File: src/rtl/hsv_encoder_decoder_pkg.sv
`default_nettype none
// ---------------------------------------------------------------------------
// hsv_encoder_decoder_pkg : phase codes and transition helpers for the quadrature decoder
// Rev 1.0
// ---------------------------------------------------------------------------
package hsv_encoder_decoder_pkg;

  localparam logic [1:0] PH_00 = 2'b00;
  localparam logic [1:0] PH_01 = 2'b01;
  localparam logic [1:0] PH_11 = 2'b11;
  localparam logic [1:0] PH_10 = 2'b10;

  localparam int QCNT_W = 4;
  localparam logic signed [QCNT_W-1:0] DIR_CW  = 4'sd1;
  localparam logic signed [QCNT_W-1:0] DIR_CCW = -4'sd1;
  localparam logic signed [QCNT_W-1:0] QFULL   = 4'sd4;

  typedef enum logic [1:0] {
    MV_NONE,
    MV_CW,
    MV_CCW,
    MV_ILLEGAL
  } move_e;

  typedef enum logic [0:0] {
    ST_UNPRIMED,
    ST_PRIMED
  } prime_e;

  function automatic logic [1:0] next_cw(input logic [1:0] ph);
    case (ph)
      PH_00:   return PH_01;
      PH_01:   return PH_11;
      PH_11:   return PH_10;
      default: return PH_00;
    endcase
  endfunction

  // Gray-code neighbours: one bit changing is a quarter step, both is illegal
  function automatic move_e classify(input logic [1:0] prev, input logic [1:0] cur);
    if (cur == prev)          return MV_NONE;
    if (cur == ~prev)         return MV_ILLEGAL;
    if (cur == next_cw(prev)) return MV_CW;
    return MV_CCW;
  endfunction

endpackage
`default_nettype wire

File: src/rtl/hsv_encoder_decoder_if.sv
`default_nettype none
// ---------------------------------------------------------------------------
// hsv_encoder_decoder_if : encoder inputs and control-value outputs of one rotary encoder
// Rev 1.0
// ---------------------------------------------------------------------------
interface hsv_encoder_decoder_if #(
  parameter int WIDTH = 8
);
  logic             enc_a;
  logic             enc_b;
  logic             clear;
  logic [WIDTH-1:0] value;
  logic             step_up;
  logic             step_down;
  logic             phase_err;

  modport master (
    output enc_a, enc_b, clear,
    input  value, step_up, step_down, phase_err
  );

  modport slave (
    input  enc_a, enc_b, clear,
    output value, step_up, step_down, phase_err
  );
endinterface
`default_nettype wire

File: src/rtl/hsv_encoder_decoder_quad_phase.sv
`default_nettype none
// ---------------------------------------------------------------------------
// hsv_encoder_decoder_quad_phase : quarter-step tracker producing detent pulses
// Rev 1.0
// ---------------------------------------------------------------------------
module hsv_encoder_decoder_quad_phase
  import hsv_encoder_decoder_pkg::*;
(
  input  wire logic clk,
  input  wire logic reset_n,
  input  wire logic i_enc_a,
  input  wire logic i_enc_b,
  input  wire logic i_clear,
  output logic      o_det_up,
  output logic      o_det_dn,
  output logic      o_err
);

  prime_e                    r_state;
  prime_e                    w_state_nxt;
  logic [1:0]                r_prev;
  logic signed [QCNT_W-1:0]  r_qcnt;
  logic                      r_det_up;
  logic                      r_det_dn;
  logic                      r_err;

  logic [1:0]                w_cur;
  move_e                     w_move;
  logic signed [QCNT_W-1:0]  w_delta;
  logic signed [QCNT_W-1:0]  w_qsum;
  logic signed [QCNT_W-1:0]  w_qcnt_nxt;
  logic                      w_up_nxt;
  logic                      w_dn_nxt;
  logic                      w_err_nxt;

  assign w_cur  = {i_enc_a, i_enc_b};
  assign w_move = classify(r_prev, w_cur);
  assign w_qsum = r_qcnt + w_delta;

  always_comb begin
    w_state_nxt = ST_PRIMED;
    w_delta     = '0;
    w_qcnt_nxt  = r_qcnt;
    w_up_nxt    = 1'b0;
    w_dn_nxt    = 1'b0;
    w_err_nxt   = 1'b0;
    case (w_move)
      MV_CW:   w_delta = DIR_CW;
      MV_CCW:  w_delta = DIR_CCW;
      default: w_delta = '0;
    endcase
    if (r_state == ST_PRIMED) begin
      if (w_move == MV_ILLEGAL) begin
        w_err_nxt  = 1'b1;
        w_qcnt_nxt = '0;
      end else if (w_move != MV_NONE) begin
        // Rest position closes the detent whether it was full, partial or reversed
        if (w_cur == PH_00) begin
          w_qcnt_nxt = '0;
          w_up_nxt   = (w_qsum == QFULL);
          w_dn_nxt   = (w_qsum == -QFULL);
        end else begin
          w_qcnt_nxt = w_qsum;
        end
      end
    end
    if (i_clear) begin
      w_qcnt_nxt = '0;
      w_up_nxt   = 1'b0;
      w_dn_nxt   = 1'b0;
    end
  end

  always_ff @(posedge clk or negedge reset_n) begin
    if (!reset_n) begin
      r_state  <= ST_UNPRIMED;
      r_prev   <= PH_00;
      r_qcnt   <= '0;
      r_det_up <= 1'b0;
      r_det_dn <= 1'b0;
      r_err    <= 1'b0;
    end else begin
      r_state  <= w_state_nxt;
      r_prev   <= w_cur;
      r_qcnt   <= w_qcnt_nxt;
      r_det_up <= w_up_nxt;
      r_det_dn <= w_dn_nxt;
      r_err    <= w_err_nxt;
    end
  end

  assign o_det_up = r_det_up;
  assign o_det_dn = r_det_dn;
  assign o_err    = r_err;

endmodule
`default_nettype wire

File: src/rtl/hsv_encoder_decoder.sv
`default_nettype none
// ---------------------------------------------------------------------------
// hsv_encoder_decoder : quadrature rotary-encoder decoder driving a bounded control value
// Rev 1.0
// ---------------------------------------------------------------------------
module hsv_encoder_decoder
  import hsv_encoder_decoder_pkg::*;
#(
  parameter int WIDTH   = 8,
  parameter int MAX_VAL = 255,
  parameter int INIT    = 0,
  parameter int STEP    = 1,
  parameter int WRAP    = 0
) (
  input  wire logic             clk,
  input  wire logic             reset_n,
  hsv_encoder_decoder_if.slave  bus
);

  localparam int              EW        = WIDTH + 1;
  localparam logic [EW-1:0]   c_max     = EW'(MAX_VAL);
  localparam logic [EW-1:0]   c_step    = EW'(STEP);
  localparam logic [EW-1:0]   c_mod     = EW'(MAX_VAL + 1);
  localparam logic [WIDTH-1:0] c_init   = WIDTH'(INIT);

  logic             w_det_up;
  logic             w_det_dn;
  logic             w_det_err;
  logic [EW-1:0]    w_val_ext;
  logic [WIDTH-1:0] w_up_val;
  logic [WIDTH-1:0] w_dn_val;

  logic [WIDTH-1:0] r_value;
  logic             r_step_up;
  logic             r_step_dn;
  logic             r_phase_err;

  hsv_encoder_decoder_quad_phase u_quad (
    .clk      (clk),
    .reset_n  (reset_n),
    .i_enc_a  (bus.enc_a),
    .i_enc_b  (bus.enc_b),
    .i_clear  (bus.clear),
    .o_det_up (w_det_up),
    .o_det_dn (w_det_dn),
    .o_err    (w_det_err)
  );

  assign w_val_ext = {1'b0, r_value};

  // One extra bit keeps value+STEP and value+MAX_VAL+1 from overflowing
  always_comb begin
    w_up_val = WIDTH'(c_max);
    if (w_val_ext <= c_max - c_step) begin
      w_up_val = WIDTH'(w_val_ext + c_step);
    end else if (WRAP != 0) begin
      w_up_val = WIDTH'(w_val_ext + c_step - c_mod);
    end
    w_dn_val = '0;
    if (w_val_ext >= c_step) begin
      w_dn_val = WIDTH'(w_val_ext - c_step);
    end else if (WRAP != 0) begin
      w_dn_val = WIDTH'(w_val_ext + c_mod - c_step);
    end
  end

  always_ff @(posedge clk or negedge reset_n) begin
    if (!reset_n) begin
      r_value     <= c_init;
      r_step_up   <= 1'b0;
      r_step_dn   <= 1'b0;
      r_phase_err <= 1'b0;
    end else begin
      r_phase_err <= w_det_err;
      r_step_up   <= w_det_up & ~bus.clear;
      r_step_dn   <= w_det_dn & ~bus.clear;
      if (bus.clear) begin
        r_value <= c_init;
      end else if (w_det_up) begin
        r_value <= w_up_val;
      end else if (w_det_dn) begin
        r_value <= w_dn_val;
      end
    end
  end

  assign bus.value     = r_value;
  assign bus.step_up   = r_step_up;
  assign bus.step_down = r_step_dn;
  assign bus.phase_err = r_phase_err;

endmodule
`default_nettype wire
File: src/flat_wrapper.sv
// flat-port wrapper written by rule: the top's interface ports become plain ports
module hsv_encoder_decoder_flat import hsv_encoder_decoder_pkg::*;
#(
  parameter int WIDTH   = 8,
  parameter int MAX_VAL = 255,
  parameter int INIT    = 0,
  parameter int STEP    = 1,
  parameter int WRAP    = 0
)
  (clk, reset_n, bus_enc_a, bus_enc_b, bus_clear, bus_value, bus_step_up, bus_step_down, bus_phase_err);
  hsv_encoder_decoder_if #(.WIDTH(WIDTH)) bus_i ();
  input  wire logic clk;
  input  wire logic reset_n;
  input wire logic [$bits(bus_i.enc_a)-1:0] bus_enc_a;
  input wire logic [$bits(bus_i.enc_b)-1:0] bus_enc_b;
  input wire logic [$bits(bus_i.clear)-1:0] bus_clear;
  output wire logic [$bits(bus_i.value)-1:0] bus_value;
  output wire logic [$bits(bus_i.step_up)-1:0] bus_step_up;
  output wire logic [$bits(bus_i.step_down)-1:0] bus_step_down;
  output wire logic [$bits(bus_i.phase_err)-1:0] bus_phase_err;
  assign bus_i.enc_a = bus_enc_a;
  assign bus_i.enc_b = bus_enc_b;
  assign bus_i.clear = bus_clear;
  assign bus_value = bus_i.value;
  assign bus_step_up = bus_i.step_up;
  assign bus_step_down = bus_i.step_down;
  assign bus_phase_err = bus_i.phase_err;
  hsv_encoder_decoder #(.WIDTH(WIDTH), .MAX_VAL(MAX_VAL), .INIT(INIT), .STEP(STEP), .WRAP(WRAP)) u_core (.clk(clk), .reset_n(reset_n), .bus(bus_i));
endmodule
File: config.mk
export PLATFORM = sky130hd
export DESIGN_NAME = hsv_encoder_decoder_flat
export DESIGN_NICKNAME = d
export VERILOG_FILES = /design/src/rtl/hsv_encoder_decoder_pkg.sv /design/src/rtl/hsv_encoder_decoder_if.sv /design/src/rtl/hsv_encoder_decoder_quad_phase.sv /design/src/rtl/hsv_encoder_decoder.sv /design/src/flat_wrapper.sv
export SDC_FILE = /design/constraint.sdc
export NUM_CORES = 1
export LEC_CHECK = 0
export ABC_AREA = 0
export BUFFER_PORTS_ARGS = -buffer_cell sky130_fd_sc_hd__buf_2
export CAP_MARGIN = 0
export CELL_PAD_IN_SITES_DETAIL_PLACEMENT = 2
export CELL_PAD_IN_SITES_GLOBAL_PLACEMENT = 2
export CORE_ASPECT_RATIO = 1.2
export CORE_MARGIN = 2
export CORE_UTILIZATION = 35
export CTS_BUF_LIST = sky130_fd_sc_hd__clkbuf_8 sky130_fd_sc_hd__clkbuf_16
export CTS_CLUSTER_SIZE = 40
export DETAILED_ROUTE_END_ITERATION = 8
export PLACE_DENSITY = 0.82
export SYNTH_ARGS = -nofsm -noshare
export SYNTH_HDL_FRONTEND = slang
export SYNTH_SLANG_ARGS = --single-unit
File: constraint.sdc
create_clock -name clk -period 2.8 [get_ports clk]
set_clock_uncertainty 0.1 [all_clocks]
set_input_delay 0.28 -clock clk [delete_from_list [all_inputs] [get_ports clk]]
set_output_delay 0.28 -clock clk [all_outputs]
set_load 0.02 [all_outputs]
# Word level (Yosys, flattened, before mapping)
# Index checks and enable logic that the tools add are counted.
[totals]
reg_bits = 21
[classes]
addsub = 3
n_mux = 38
n_reduce_logical = 7
n_bitwise = 4
order_cmp = 2
eq_ne = 10
[ops]
columns = ["cell", "count"]
rows = [
  ["8-bit 2-to-1 mux", 5],
  ["4-bit 2-to-1 mux", 5],
  ["1-bit 2-to-1 mux", 18],
  ["2-bit 2-to-1 mux", 8],
  ["8-bit by 1-bit adder with 8-bit output, second input constant", 1],
  ["8-bit by 1-bit >= comparator with 1-bit output, second input constant", 1],
  ["8-bit less-or-equal comparator, second input constant", 1],
  ["4-bit one-hot mux with 2 select lines", 1],
  ["8-bit by 1-bit subtractor with 8-bit output, second input constant", 1],
  ["2-bit equality test", 3],
  ["2-bit equality test, second input constant", 3],
  ["2-bit one-hot mux with 3 select lines", 1],
  ["3-bit nonzero test", 2],
  ["4-bit adder", 1],
  ["2-bit by 1-bit equality test with 1-bit output, second input constant", 2],
  ["4-bit by 3-bit equality test with 1-bit output, second input constant", 1],
  ["4-bit equality test, second input constant", 1],
  ["2-bit zero test", 2],
  ["2-bit nonzero test", 2],
  ["1-bit AND", 2],
  ["2-bit inverter", 1],
  ["2-bit AND reduction", 1],
  ["1-bit inverter", 1],
]

# Depth between registers and ports, before layout
# Gate-level depths: netlist of the first run.
[logic_depth]
word_depth = 22
mapped_depth = 11
mapped_depth_nobuf = 11

# By module
# A second synthesis of the first run with hierarchy kept.
[hier_totals]
hier_cells = 155
hier_area_um2 = 1476.4
[by_module_without_submodules]
columns = ["module", "area_each_um2", "instances", "cells_per_inst"]
rows = [
  ["hsv_encoder_decoder", 870.8, 1, 97],
  ["hsv_encoder_decoder_quad_phase", 605.6, 1, 58],
]

# Least setup slack after synthesis of the first run
# Ideal clock, no wire load.
[synth_timing]
path_type = "reg2reg"
startpoint = "register u_core.r_value[0] (netlist: u_core.bus.value[0])"
endpoint = "register u_core.r_value[6] (netlist: u_core.bus.value[6])"
path_stages_with_launch = 8
setup_slack_ns = 0.396
t_arrival_ns = 2.224
path_buffers = 1
required_time_ns = 2.621
path_cell_list = "dfrtp_1 -> clkbuf_1 -> inv_1 -> ha_1 -> or4b_4 -> or4_1 -> a31oi_1 -> a2bb2oi_1"
[synth_via]
elab_chain_len = 5
[synth_rtl]
columns = ["item", "line", "text"]
rows = [
  ["from (decl)", "hsv_encoder_decoder.sv:33", "logic [WIDTH-1:0] r_value;"],
  ["from (signal assigned)", "hsv_encoder_decoder.sv:69", "r_value <= c_init;"],
  ["from (signal assigned)", "hsv_encoder_decoder.sv:78", "r_value <= c_init;"],
  ["from (signal assigned)", "hsv_encoder_decoder.sv:80", "r_value <= w_up_val;"],
  ["8-bit by 1-bit subtractor with 8-bit output or 8-bit by 1-bit >= comparator with 1-bit output (tied branches)", "hsv_encoder_decoder.sv:61, hsv_encoder_decoder.sv:60", ""],
  ["8-bit 2-to-1 mux", "hsv_encoder_decoder.sv:60", "if (w_val_ext >= c_step) begin"],
  ["8-bit 2-to-1 mux", "hsv_encoder_decoder.sv:81", "end else if (w_det_dn) begin"],
  ["8-bit 2-to-1 mux (*)", "hsv_encoder_decoder.sv:79", "end else if (w_det_up) begin"],
  ["8-bit 2-to-1 mux (*)", "hsv_encoder_decoder.sv:77", "if (bus.clear) begin"],
]
# Every way passes the cells marked *; elsewhere a longest branch is shown, timed or not. The select of a mux whose other input is x is not followed.
# A chain may end at the register's enable or synchronous reset.

# Worst setup path in the final report of the first run
[layout_timing]
startpoint = "register u_core.u_quad.r_prev[1]"
endpoint = "register u_core.u_quad.r_det_dn (netlist: u_core.u_quad.o_det_dn)"
[layout_via]
elab_chain_len = 20
[layout_rtl]
columns = ["item", "line", "text"]
rows = [
  ["from (decl)", "hsv_encoder_decoder_quad_phase.sv:21", "logic [1:0] r_prev;"],
  ["from (signal assigned)", "hsv_encoder_decoder_quad_phase.sv:84", "r_prev <= w_cur;"],
  ["2-bit equality test (tied with other cells)", "hsv_encoder_decoder_pkg.sv:31", "case (ph)"],
  ["2-bit one-hot mux with 3 select lines", "hsv_encoder_decoder_pkg.sv:31", ""],
  ["2-bit 2-to-1 mux", "hsv_encoder_decoder_pkg.sv:43", "if (cur == next_cw(prev)) return MV_CW;"],
  ["2-bit 2-to-1 mux", "hsv_encoder_decoder_pkg.sv:42", "if (cur == ~prev) return MV_ILLEGAL;"],
  ["2-bit equality test", "hsv_encoder_decoder_pkg.sv:43", ""],
  ["1-bit 2-to-1 mux (2 in series)", "hsv_encoder_decoder_pkg.sv:43", ""],
  ["1-bit 2-to-1 mux", "hsv_encoder_decoder_pkg.sv:42", ""],
  ["2-bit 2-to-1 mux", "hsv_encoder_decoder_pkg.sv:44", "return MV_CCW;"],
  ["(+4 left out)", "--", ""],
  ["4-bit adder", "hsv_encoder_decoder_quad_phase.sv:38", "assign w_qsum = r_qcnt + w_delta;"],
  ["4-bit by 3-bit equality test with 1-bit output", "hsv_encoder_decoder_quad_phase.sv:61", "w_dn_nxt = (w_qsum == -QFULL);"],
  ["1-bit 2-to-1 mux", "hsv_encoder_decoder_quad_phase.sv:58", "if (w_cur == PH_00) begin"],
  ["1-bit 2-to-1 mux", "hsv_encoder_decoder_quad_phase.sv:56", "end else if (w_move != MV_NONE) begin"],
  ["1-bit 2-to-1 mux (*)", "hsv_encoder_decoder_quad_phase.sv:53", "if (w_move == MV_ILLEGAL) begin"],
  ["1-bit 2-to-1 mux (*)", "hsv_encoder_decoder_quad_phase.sv:52", "if (r_state == ST_PRIMED) begin"],
  ["1-bit 2-to-1 mux (*)", "hsv_encoder_decoder_quad_phase.sv:67", "if (i_clear) begin"],
  ["named net u_core.u_quad.w_dn_nxt", "hsv_encoder_decoder_quad_phase.sv:33", "logic w_dn_nxt;"],
  ["to (signal assigned)", "hsv_encoder_decoder_quad_phase.sv:87", "r_det_dn <= w_dn_nxt;"],
  ["to (decl)", "hsv_encoder_decoder_quad_phase.sv:24", "logic r_det_dn;"],
]
# Mark *: on every way through the listed nets, which the timed path passes. The rest lies on a longest branch. The select of a mux whose other input is x is not followed.

==> summary.txt, run 1 <==
Die
  • Die height: 74.6 um
  • Initial core utilization: 36.6%
  • Die width: 62.8 um
  • Floorplan core area: 3970 um2
  • IO Pins: 16
  • Die area: 4680 um2
  • FP Rows: 25

Setup path
  • Critical path's slowest cell: dfrtp_2
  • Critical path arrival: 2.69 ns
  • End of the critical path: u_core.u_quad.o_det_dn
  • Largest delay contributor family on the critical path: adder cells
  • R2r setup slk: 0.22 ns
  • Critical path class: reg2reg
  • Crit end category: flop
  • R2R Path Start: u_core.u_quad.r_prev[1]
  • Critical path depth in cells: 10
  • Cells along the critical path: nor2b_1 -> o21ai_0 -> o21ai_1 -> ha_1 -> ha_1 -> inv_1 -> fa_1 -> xnor2_1 -> nand4_1 -> nor2b_1
  • Reg2Reg Capture Point: u_core.u_quad.o_det_dn
  • CP bufs+invs: 1
  • Slowest stage delay, CP: 0.45 ns
  • R2R depth: 10
  • CP startpoint: u_core.u_quad.r_prev[1]
  • Crit path max fanout: 6
  • Critical path startpoint category: flop
  • Worst endpoint required time: 2.90 ns

Cells and area
  • Layout cell share with drive strength beyond 1: 15.6%
  • Layout fillers: 480
  • Inserted Diodes: 0
  • Post-layout util: 41.4%
  • Area Overhead vs Synth: 13.4%
  • # nets final: 203

Synth
  • Yosys top cell area share: 36.2%
  • Mapped Nets: 187
  • Seq/Total Area, Yosys: 36.2%
  • Syn Area/Cell: 8.49 um2
  • Ys async rst share: 100%
  • Synth top area cells: dfrtp_1, ha_1, o21ai_0
  • Synthesized area: 1450 um2
  • Synth warn: 0
  • #FFs+latches synth: 21
  • Synth Instances: 171
  • Post-synth EDFFs: 0
  • Cell accounting for the most synthesized area: dfrtp_1
  • Predominant post-synthesis flop cell: dfrtp_1
  • Unique cell type count in the Yosys netlist: 41

Route
  • Initial DRC Count: 82
  • WL per Instance: 18.6 um
  • Via/cell ratio: 5.62
  • WL final: 4460 um
  • DR vias: 1349
  • Pre-antenna DRT Iters: 4
  • Number of routed nets with antenna violations: 0
  • DRC errors left: 0

Timing
  • Setup TNS: 0 ns
  • Actual transition at the worst max-transition pin: 0.664 ns
  • FMAX: 387 MHz
  • Slew Limit Fails: 0
  • RSZ-0062 raised after global routing: false
  • Setup Viol. Count Final: 0
  • Rel. slew slack: 55.4%
  • Fin crit period: 2.58 ns
  • Hold_ws: 0.0654 ns
  • Crit share post-route: 92.2%
  • Final Hold Viols: 0

Clock tree
  • Root Driver: clkbuf_8
  • CTS tree: built
  • Sink Count: 21
  • CTS HTree Levels: 1
  • Clk buf depth: 2
  • CTS Buf Count: 3
  • Clock slew at reported path FFs: 0.09 ns
  • Total setup buffers inserted after CTS: 0
  • Clock latency on the worst-skew pair: 0.28 ns

GRT
  • Global-route wire length before repair: 7480 um
  • Grt ovf: 0
  • Total GRT Usage: 21.0%
  • Vias in the first global route: 1539
  • Initial antenna violation count: 0
  • Pin count of the biggest net entering global routing: 22

Placed design
  • Post-DP HPWL: 3360 um
  • Placer Congestion: 0.796
  • I/O Buffers: 15

Power and ir drop
  • Reg power frac: 49.8%
  • Leakage: 0.000770 uW
  • Sw Share: 29.5%
  • P_sw: 191 uW
  • Pint: 458 uW
  • Final Power: 649 uW
  • Peak supply drop: 0.289 mV
  • Clk pwr share: 33.2%
  • Comb power frac: 17.0%
  • Power Density: 394 nW/um2

Hold path
  • Hold Crit Class: in2reg

Run
  • Max cap viols: 0

Run status
  • Status: complete, no violations
## metal layers
layer  GRT usage (%)  share of wire (%)  vias up
met2            40.3                 55       16
li1                -                  -      639
met4            10.9                2.1        0
met5               0                  0        -
met3            3.48                2.4        7
met1            22.5                 40      687
## cell type report
type,count,area [um2],share of cell area (%)
multi-input cells,131,853,51.8
repair buffers,20,115,6.99
clock buffers,3,41.3,2.51
inverters,10,37.5,2.28
well taps,54,67.6,4.10
flip-flops and latches,21,527,32.0
clock inverters,1,5.00,0.304
## cell usage after synthesis, drive strengths merged, types with 5 or more instances
cell type,n
nand2b,6
nand3,7
a31oi,5
nor3,7
inv,10
clkbuf,8
dfrtp,21
ha,10
o21ai,14
nand4,5
nand2,14
a21oi,10
nor2,11
## cell usage in the layout, fill, tap and decap left out, types with 2 or more instances in the layout
master	instances
a21o_1	3
a21oi_1	10
a31oi_1	5
and2_1	3
buf_2	15
buf_4	4
clkbuf_8	3
dfrtp_1	20
ha_1	10
inv_1	10
mux2i_1	2
nand2_1	14
nand2b_1	6
nand3_1	7
nand4_1	5
nor2_1	11
nor2b_1	2
nor3_1	6
nor4_1	3
o211ai_1	3
o21ai_0	13
or3_1	3
or4_1	2
xnor2_1	3
## kinds of logic after synthesis
| family | share of synthesized area [%] |
|---|---|
| buffers and inverters | 5.43 |
| AOI/OAI and AO/OA | 18.2 |
| DFF | 36.2 |
| adders and majority gates | 9.99 |
| and+or+nand+nor | 26.2 |
| other | 0.258 |
| muxes | 1.38 |
| xor gates and xnor gates | 2.41 |
## power groups by stage
stage / clock network (uW) / registers (uW) / logic (uW)
floorplan: 0 / 328 / 69.3
global placement: 0 / 328 / 98.5
detailed placement: 0 / 329 / 109
CTS: 220 / 323 / 111
global route: 231 / 325 / 127
finish: 215 / 323 / 111
## worst min-delay path by stage
stage | startpoint | depth (start not counted) | slack, ns | to
global placement | reset_n | 1 | 0.18 | u_core.bus.value[4]
global route | bus_enc_b | 1 | 0.06 | u_core.u_quad.r_prev[0]
detailed placement | reset_n | 1 | 0.19 | u_core.bus.value[4]
floorplan | reset_n | 0 | -0.12 | u_core.bus.phase_err
CTS | bus_enc_b | 1 | 0.06 | u_core.u_quad.r_prev[0]
finish | bus_enc_b | 1 | 0.07 | u_core.u_quad.r_prev[0]
## flip-flops by register name, summed over array words and instances (netlist names)
signal,cells
u_core.bus.value,8
u_core.u_quad.r_qcnt,4
u_core.u_quad.r_prev,2
u_core.bus.phase_err,1
u_core.bus.step_down,1
u_core.bus.step_up,1
u_core.u_quad.o_det_dn,1
u_core.u_quad.o_det_up,1
u_core.u_quad.o_err,1
u_core.u_quad.r_state,1
## metrics by stage
step / area [um2] / setup slack, ns / cells
6_report: 1650 / 0.217 / 240
3_3_place_gp: 1580 / 0.293 / 235
3_5_place_dp: 1580 / 0.0821 / 235
5_1_grt: 1650 / 0.0224 / 240
2_1_floorplan: 1450 / 0.396 / 171
4_1_cts: 1640 / 0.0459 / 240
## worst reg2reg max path: cells and delay by family (launching register included)
kind	cells	cell delay [ns]
AOI/OAI and AO/OA	2	0.27
adders and majority gates	3	0.86
DFF	1	0.45
and+or+nand+nor	3	0.50
buffers and inverters	1	0.06
xor gates and xnor gates	1	0.28
## timing repair
action,in CTS,in global routing
hold buffers,1,0
endpoints found under the hold margin,21,0
resized for setup,0,3
setup endpoints to repair,0,3
Note: power is estimated with default switching activity, not from simulation.
==> run 2, diff against run 1 <==
--- a/config.mk
+++ b/config.mk
@@ -17,6 +17,7 @@
 export CTS_CLUSTER_SIZE = 40
 export DETAILED_ROUTE_END_ITERATION = 8
 export PLACE_DENSITY = 0.82
+export RECOVER_POWER = 25
 export SYNTH_ARGS = -nofsm -noshare
 export SYNTH_HDL_FRONTEND = slang
 export SYNTH_SLANG_ARGS = --single-unit
==> summary.txt, run 2 (same netlist as run 1, synthesis figures left out) <==
Clock tree
  • Clock latency on the worst-skew pair: 0.28 ns
  • Sink Count: 21
  • CTS Buf Count: 3
  • Clk buf depth: 2
  • Clock slew at reported path FFs: 0.09 ns
  • CTS tree: built
  • Root Driver: clkbuf_8
  • CTS HTree Levels: 1

Placed design
  • Post-DP HPWL: 3360 um
  • I/O Buffers: 15
  • Dpl ws: 0.0821 ns
  • Placer Congestion: 0.796

Cells and area
  • Layout fillers: 480
  • Register Area: 527 um2
  • Layout cell share with drive strength beyond 1: 14.5%
  • # nets final: 203
  • Multi-input logic area: 853 um2
  • Number of flip-flops in the largest register: 8
  • Area Overhead vs Synth: 13.2%
  • Inserted Diodes: 0
  • Commonest non-fill, non-tap cell in the layout: dfrtp_1
  • Most frequent cells in the layout: dfrtp_1, nand2_1, o21ai_0, buf_2, nor2_1

Setup path
  • Critical path startpoint category: flop
  • Critical path class: reg2reg
  • Crit path max fanout: 6
  • CP startpoint: u_core.u_quad.r_prev[1]
  • Worst endpoint required time: 2.91 ns
  • R2r setup slk: 0.22 ns
  • Reg2Reg Capture Point: u_core.u_quad.o_det_dn
  • End of the critical path: u_core.u_quad.o_det_dn
  • R2R depth: 10
  • Critical path arrival: 2.69 ns
  • R2R Path Start: u_core.u_quad.r_prev[1]
  • Crit end category: flop

Route
  • DRC errors left: 0
  • Initial DRC Count: 82
  • DR vias: 1346
  • Number of routed nets with antenna violations: 0
  • Via/cell ratio: 5.61
  • Pre-antenna DRT Iters: 4
  • WL final: 4460 um
  • WL per Instance: 18.6 um

Power and ir drop
  • Power Density: 395 nW/um2
  • Peak supply drop: 0.289 mV
  • Pint: 457 uW
  • Final Power: 649 uW
  • P_sw: 191 uW
  • Leakage: 0.000764 uW
  • Clk pwr share: 33.2%
  • Reg power frac: 49.8%
  • Sw Share: 29.5%
  • Comb power frac: 17.0%

Hold path
  • Hold Crit Start: bus_enc_a
  • Hold Crit Class: in2reg
  • Hold depth: 1

GRT
  • Global-route wire length before repair: 7480 um
  • Gr busiest metal: met2
  • Initial antenna violation count: 0
  • Vias in the first global route: 1539
  • Grt ovf: 0
  • Global Route met2 Usage: 40.3%
  • Met3 Usage GRT: 3.48%
  • Met1 Usage GRT: 22.5%
  • Total GRT Usage: 21.0%
  • Pin count of the biggest net entering global routing: 22

Timing
  • Crit share post-route: 92.2%
  • Slew Limit Fails: 0
  • Fin crit period: 2.58 ns
  • FMAX: 387 MHz
  • Rel. slew slack: 18.9%
  • Setup TNS: 0 ns
  • Setup Viol. Count Final: 0
  • Actual transition at the worst max-transition pin: 1.22 ns
  • RSZ-0062 raised after global routing: false
  • Final Hold Viols: 0
  • Worst setup margin: 0.217 ns

Die
  • Die width: 62.8 um
  • IO Pins: 16
  • Die height: 74.6 um
  • Initial core utilization: 36.6%
  • Die area: 4680 um2
  • Floorplan core area: 3970 um2
  • FP Rows: 25

Run
  • Max cap viols: 0

Run status
  • Status: complete, no violations
[run 2: changes by cell type in the layout (fill, tap and decap cells not counted)]
cell | previous run | this run
clkbuf_1 | 0 | 2
buf_2 | 15 | 13
[run 2: per-stage QoR]
stage	hold WS, ns	cells	cell area [um2]	util (%)
floorplan	-0.116	171	1450	-
global placement	0.176	235	1580	39.9
detailed placement	0.188	235	1580	39.9
CTS	0.0644	240	1640	41.3
global route	0.0746	240	1640	41.4
finish	0.0761	240	1640	41.4
[run 2: critical path: stages, from the launching register on]
cell,delay [ns]
dfrtp_2,0.45
nor2b_1,0.15
o21ai_0,0.14
o21ai_1,0.13
ha_1,0.31
ha_1,0.16
inv_1,0.06
fa_1,0.39
xnor2_1,0.28
nand4_1,0.20
nor2b_1,0.15
[run 2: layer usage]
metal  part of all wire (%)  up-vias
met5                      0        -
met4                    2.1        0
met3                    2.4        7
met2                     55       16
li1                       -      639
met1                     40      684
[run 2: area by class of cell]
cell class / instances / area share (%)
inverter: 10 / 2.28
timing repair buffer: 20 / 6.85
clock inverter: 1 / 0.304
clock buffer: 3 / 2.51
tap: 54 / 4.11
multi-input combinational: 131 / 51.9
sequential: 21 / 32.0
[run 2: how the worst min path moves through the flow]
stage | to | slack (ns)
after CTS | u_core.u_quad.r_prev[0] | 0.06
final | u_core.u_quad.r_prev[1] | 0.08
after global routing | u_core.u_quad.r_prev[1] | 0.07
after floorplan | u_core.bus.phase_err | -0.12
after global placement | u_core.bus.value[4] | 0.18
after detailed placement | u_core.bus.value[4] | 0.19
[run 2: repair_timing]
action                                 in CTS  in global routing
setup buffers                               0                  0
gates resized for setup                     0                  3
setup endpoints to repair                   0                  3
hold buffers                                1                  0
endpoints found under the hold margin      21                  0
[run 2: power by group through the flow]
stage          logic (uW)  clock network (uW)  registers [uW]
6_report              110                 216             323
5_1_grt               126                 231             325
4_1_cts               111                 220             323
3_5_place_dp          109                   0             329
3_3_place_gp         98.5                   0             328
2_1_floorplan        69.3                   0             328
